## src/rtl/seg_scan_ctrl_if.sv

```systemverilog
// Producer-facing bundle of the scan controller: shadow-update handshake plus
// the sel/seg digit drive and frame marker.
interface seg_scan_ctrl_if;
  logic [23:0] data_in;
  logic [5:0]  dp_in;
  logic [5:0]  blank_in;
  logic        lz_en;
  logic        upd_req;
  logic        upd_ack;
  logic        frame_start;
  logic [5:0]  sel;
  logic [7:0]  seg;

  modport master (
    output data_in, dp_in, blank_in, lz_en, upd_req,
    input  upd_ack, frame_start, sel, seg
  );

  modport slave (
    input  data_in, dp_in, blank_in, lz_en, upd_req,
    output upd_ack, frame_start, sel, seg
  );
endinterface

```

## src/rtl/seg_scan_ctrl.sv

```systemverilog
// Six-digit 7-segment scan scheduler: steps one digit per dwell period, decodes
// from a shadow copy that is only reloaded at scan-frame boundaries.
module seg_scan_ctrl #(
  parameter int CNT_MAX = 49_999
) (
  input  logic            sys_clk,
  input  logic            sys_rst,
  seg_scan_ctrl_if.slave  bus
);
  localparam int CW = (CNT_MAX > 0) ? $clog2(CNT_MAX + 1) : 1;

  logic [CW-1:0]   cnt;
  logic [2:0]      idx;
  logic [23:0]     sh_data;
  logic [5:0]      sh_dp;
  logic [5:0]      sh_blank;
  logic            sh_lz;

  logic            cnt_wrap;
  logic            frame_end;
  logic            load;
  logic [5:0]      lz_blk;
  logic [5:0][7:0] dig_seg;

  assign cnt_wrap  = (cnt == CW'(CNT_MAX));
  assign frame_end = cnt_wrap && (idx == 3'd5);
  assign load      = frame_end && bus.upd_req;

  function automatic logic [6:0] hex7(input logic [3:0] n);
    case (n)
      4'h0: hex7 = 7'h40;  4'h1: hex7 = 7'h79;  4'h2: hex7 = 7'h24;  4'h3: hex7 = 7'h30;
      4'h4: hex7 = 7'h19;  4'h5: hex7 = 7'h12;  4'h6: hex7 = 7'h02;  4'h7: hex7 = 7'h78;
      4'h8: hex7 = 7'h00;  4'h9: hex7 = 7'h10;  4'hA: hex7 = 7'h08;  4'hB: hex7 = 7'h03;
      4'hC: hex7 = 7'h46;  4'hD: hex7 = 7'h21;  4'hE: hex7 = 7'h06;  default: hex7 = 7'h0E;
    endcase
  endfunction

  // Per-digit segment image; a digit is lz-dark when it and every digit above it is zero.
  for (genvar k = 0; k < 6; k++) begin : g_dig
    if (k == 0) begin : g_lsd
      assign lz_blk[k] = 1'b0;
    end else begin : g_hi
      assign lz_blk[k] = sh_lz && (sh_data[23:4*k] == '0);
    end
    assign dig_seg[k] = sh_blank[k] ? 8'hFF :
                        {~sh_dp[k], lz_blk[k] ? 7'h7F : hex7(sh_data[4*k +: 4])};
  end

  always_ff @(posedge sys_clk or posedge sys_rst) begin
    if (sys_rst) begin
      cnt             <= '0;
      idx             <= '0;
      sh_data         <= '0;
      sh_dp           <= '0;
      sh_blank        <= 6'h3F;
      sh_lz           <= 1'b0;
      bus.sel         <= 6'h00;
      bus.seg         <= 8'hFF;
      bus.upd_ack     <= 1'b0;
      bus.frame_start <= 1'b0;
    end else begin
      cnt <= cnt_wrap ? '0 : cnt + 1'b1;
      if (cnt_wrap)
        idx <= (idx == 3'd5) ? 3'd0 : idx + 3'd1;

      // Shadow only moves at the frame boundary, so a frame is never mixed.
      if (load) begin
        sh_data  <= bus.data_in;
        sh_dp    <= bus.dp_in;
        sh_blank <= bus.blank_in;
        sh_lz    <= bus.lz_en;
      end
      bus.upd_ack     <= load;
      bus.frame_start <= frame_end;

      bus.sel <= 6'b1 << idx;
      bus.seg <= dig_seg[idx];
    end
  end
endmodule

```

## src/flat_wrapper.sv

```systemverilog
// flat-port wrapper written by rule: the top's interface ports become plain ports
module seg_scan_ctrl_flat 
#(
  parameter int CNT_MAX = 49_999
)
  (sys_clk, sys_rst, bus_data_in, bus_dp_in, bus_blank_in, bus_lz_en, bus_upd_req, bus_upd_ack, bus_frame_start, bus_sel, bus_seg);
  seg_scan_ctrl_if bus_i ();
  input  logic sys_clk;
  input  logic sys_rst;
  input wire logic [$bits(bus_i.data_in)-1:0] bus_data_in;
  input wire logic [$bits(bus_i.dp_in)-1:0] bus_dp_in;
  input wire logic [$bits(bus_i.blank_in)-1:0] bus_blank_in;
  input wire logic [$bits(bus_i.lz_en)-1:0] bus_lz_en;
  input wire logic [$bits(bus_i.upd_req)-1:0] bus_upd_req;
  output wire logic [$bits(bus_i.upd_ack)-1:0] bus_upd_ack;
  output wire logic [$bits(bus_i.frame_start)-1:0] bus_frame_start;
  output wire logic [$bits(bus_i.sel)-1:0] bus_sel;
  output wire logic [$bits(bus_i.seg)-1:0] bus_seg;
  assign bus_i.data_in = bus_data_in;
  assign bus_i.dp_in = bus_dp_in;
  assign bus_i.blank_in = bus_blank_in;
  assign bus_i.lz_en = bus_lz_en;
  assign bus_i.upd_req = bus_upd_req;
  assign bus_upd_ack = bus_i.upd_ack;
  assign bus_frame_start = bus_i.frame_start;
  assign bus_sel = bus_i.sel;
  assign bus_seg = bus_i.seg;
  seg_scan_ctrl #(.CNT_MAX(CNT_MAX)) u_core (.sys_clk(sys_clk), .sys_rst(sys_rst), .bus(bus_i));
endmodule
```

## config.mk

```make
export PLATFORM = sky130hd
export DESIGN_NAME = seg_scan_ctrl_flat
export DESIGN_NICKNAME = d
export VERILOG_FILES = /design/src/rtl/seg_scan_ctrl_if.sv /design/src/rtl/seg_scan_ctrl.sv /design/src/flat_wrapper.sv
export SDC_FILE = /design/constraint.sdc
export NUM_CORES = 1
export LEC_CHECK = 0
export ABC_AREA = 1
export BUFFER_PORTS_ARGS = -buffer_cell sky130_fd_sc_hd__buf_4
export CORE_MARGIN = 2
export CORE_UTILIZATION = 35
export CTS_BUF_LIST = sky130_fd_sc_hd__clkbuf_8
export DETAILED_ROUTE_END_ITERATION = 6
export SLEW_MARGIN = 20
export SYNTH_ARGS = -nofsm -noshare
export SYNTH_HDL_FRONTEND = slang
export SYNTH_SLANG_ARGS = --single-unit
```

## constraint.sdc

```tcl
create_clock -name sys_clk -period 6.3 [get_ports sys_clk]
set_clock_uncertainty 0.15 [all_clocks]
set_input_delay 1.26 -clock sys_clk [delete_from_list [all_inputs] [get_ports sys_clk]]
set_output_delay 1.26 -clock sys_clk [all_outputs]
set_load 0.05 [all_outputs]
```

==> summary.txt <==
Status
  – Status: completed

Placed design
  – Routability cong.: 0.974
  – Post-placement cell area: 5270 um^2
  – DP HPWL: 8460 um
  – Buffers on Ports: 55
  – Placed insts: 873
  – Place WS: 3460 ps

Yosys
  – Top cell type by total area after synthesis: dfrtp_1
  – Yosys reg bits: 72
  – Synth cell types: 37
  – YS warnings: 0
  – Yosys top cell area share: 0.308
  – Synth Net Count: 728
  – Sequential share of the synthesized area: 0.386
  – Cells after Synth: 655
  – Synthesized area: 4710 um^2
  – Avg Inst Size Synth: 7.19 um^2
  – Synth area leaders: dfrtp_1, nand2_1, ha_1

STA
  – Final hold vios: 0
  – Final period utilization: 0.406
  – FMAX: 0.391 GHz
  – Final setup vio count: 0
  – RSZ-0062 raised after global routing: no
  – Slew @ Worst Pin: 913 ps
  – Max_slew headroom: 0.392
  – Hold slack: 317 ps
  – Crit path setup slack, layout: 3740 ps
  – Setup tns final: 0 ps
  – Slew Viols, Final: 0
  – Fin crit period: 2560 ps

Job
  – Max Cap Viol: 0

Cells and area
  – Area occupied by multi-input gates: 2510 um^2
  – Final instance area: 5510 um^2
  – Most common cell after layout, fill and taps aside: nand2_1
  – Post-Layout Cell Count: 889
  – Most frequent cells in the layout: nand2_1, o21ai_0, inv_1
  – Final net count: 781
  – FF+latch area: 1820 um^2
  – Antenna Cells: 0
  – Fin util: 0.418
  – Layout cell share with drive strength beyond 1: 0.142
  – # fillers: 1379
  – P&R area growth vs syn: 17.1%

Route
  – Final WL: 11400 um
  – Antenna Nets Post-Route: 0
  – Iter 0 DRT Violations: 260
  – Met2 wire length: 5330 um
  – DRC: 0
  – Via Count: 4389
  – Metal-1 WL: 5360 um
  – DR top layer: met4
  – Drt pass-1 iters: 5
  – Wire per inst: 12.8 um
  – Vias per std cell: 4.94
  – Met3 routed WL: 461 um

Die
  – Die H: 120 um
  – Core Region: 13200 um^2
  – Die ar.: 14400 um^2
  – Die W: 120 um
  – Num rows: 42
  – Io pins: 56
  – Starting Density: 0.357

Global routing
  – Initial antenna violation count: 0
  – GRT Util Overall: 0.165
  – GRT overflow: 0
  – Largest net degree at the start of global routing: 73
  – Vias in the first global route: 4191
  – First-pass GRT wire length: 18900 um

Clock network
  – Clock transition at the registers of the reported paths: 80 ps
  – Post-CTS Resized: 0
  – # clock sinks: 72
  – Clk buf depth: 2
  – H-tree levels: 3
  – Post-CTS Setup Inserts: 0
  – CTS tree: done
  – Worst-Skew Late Latency: 380 ps
  – CTS buffer count: 9
  – CTS root buffer: clkbuf_8
  – Hold_buf cts: 0

Setup path
  – Top delay family on crit path: buffers and inverters
  – CP Max Fanout: 69
  – CP cell instances: ha_1, nand2_1, inv_1, nand2_1, nor2_2, nand2_2, nor2_4, nand2_4, clkinv_2, o21ai_0
  – Most used cell, CP: nand2_1
  – Startpoint Class: flop
  – Worst path max stage delay: 570 ps
  – Crit path DAT: 2680 ps
  – WP buf/inv: 2
  – Data required, critical path: 6420 ps
  – WS Path Type: reg2reg
  – CP max-delay cell: clkinv_2
  – Worst setup EP type: flop

Hold path
  – Min-Delay Path Class: reg2reg

Pwr
  – Worst VDD drop: 0.0000870 V
  – P_leak: 2.67 nW
  – Pwr dens: 174 nW/um^2
  – Overall power: 958 uW
-- power breakdown --
| group | internal, mW | leakage [nW] | total, mW | switching (mW) |
|---|---|---|---|---|
| clock | 0.268 | 0.125 | 0.467 | 0.199 |
| sequential | 0.462 | 0.797 | 0.462 | 0 |
| combinational | 0.0155 | 1.75 | 0.0291 | 0.0136 |
-- flip-flops by register name, indices dropped and copies added (netlist names) --
register,flops
u_core.sh_data,24
u_core.cnt,16
u_core.bus.seg,8
u_core.bus.sel,6
u_core.sh_blank,6
u_core.sh_dp,6
u_core.idx,3
u_core.bus.frame_start,1
u_core.bus.upd_ack,1
u_core.sh_lz,1
-- cells in the mapped netlist, drive strengths merged --
cell and count:
a21oi 24, a22oi 2, a31oi 4, buf 8
clkbuf 6, clkinv 3, dfrtp 58, dfstp 14
ha 33, inv 74, nand2 202, nand3 47
nand3b 2, nand4 4, nor2 60, nor2b 1
nor3 9, nor4 4, o2111ai 1, o211ai 3
o21a 2, o21ai 76, o21bai 1, o22ai 3
o31ai 2, or2 1, xor2 11
-- metal layers --
metal  up-vias  track usage
met5         -            0
met4         0       0.0669
met3        18       0.0356
met2       102        0.272
met1      2054        0.210
li1       2215            -
-- kinds of logic (layout without fill, tap and decap cells) --
group                    count (synthesis)  in the layout  share of synthesized area
buffers and inverters                   91            149                     0.0795
XOR/XNOR                                11             11                     0.0205
adder cells (fa/ha/maj)                 33             33                     0.0877
AO/OA/AOI/OAI                          118            118                      0.133
flip-flops                              72             72                      0.386
AND/OR/NAND/NOR                        330            330                      0.293
-- layout make-up --
class | count | share of cell area
Timing Repair Buffer | 56 | 0.0762
Multi-Input combinational cell | 492 | 0.456
Tap cell | 176 | 0.0399
Clock buffer | 9 | 0.0225
Clock inverter | 7 | 0.0227
Inverter | 77 | 0.0526
Sequential cell | 72 | 0.330
-- final timing paths --
path	start	to	slack, ps	depth (start not counted)
setup / recovery	u_core.cnt[0]$_DFF_PP0_	u_core.sh_blank[2]$_DFFE_PP1P_	3740	10
hold reg to reg	u_core.cnt[0]$_DFF_PP0_	u_core.cnt[0]$_DFF_PP0_	320	1
min in group asynchronous	sys_rst	u_core.sh_data[2]$_DFFE_PP0P_	1000	3
max in group asynchronous	sys_rst	u_core.sh_data[8]$_DFFE_PP0P_	4390	3
setup reg to reg	u_core.cnt[0]$_DFF_PP0_	u_core.sh_blank[2]$_DFFE_PP1P_	3740	10
hold / removal	u_core.cnt[0]$_DFF_PP0_	u_core.cnt[0]$_DFF_PP0_	320	1
Note: power is estimated with default switching activity, not from simulation.
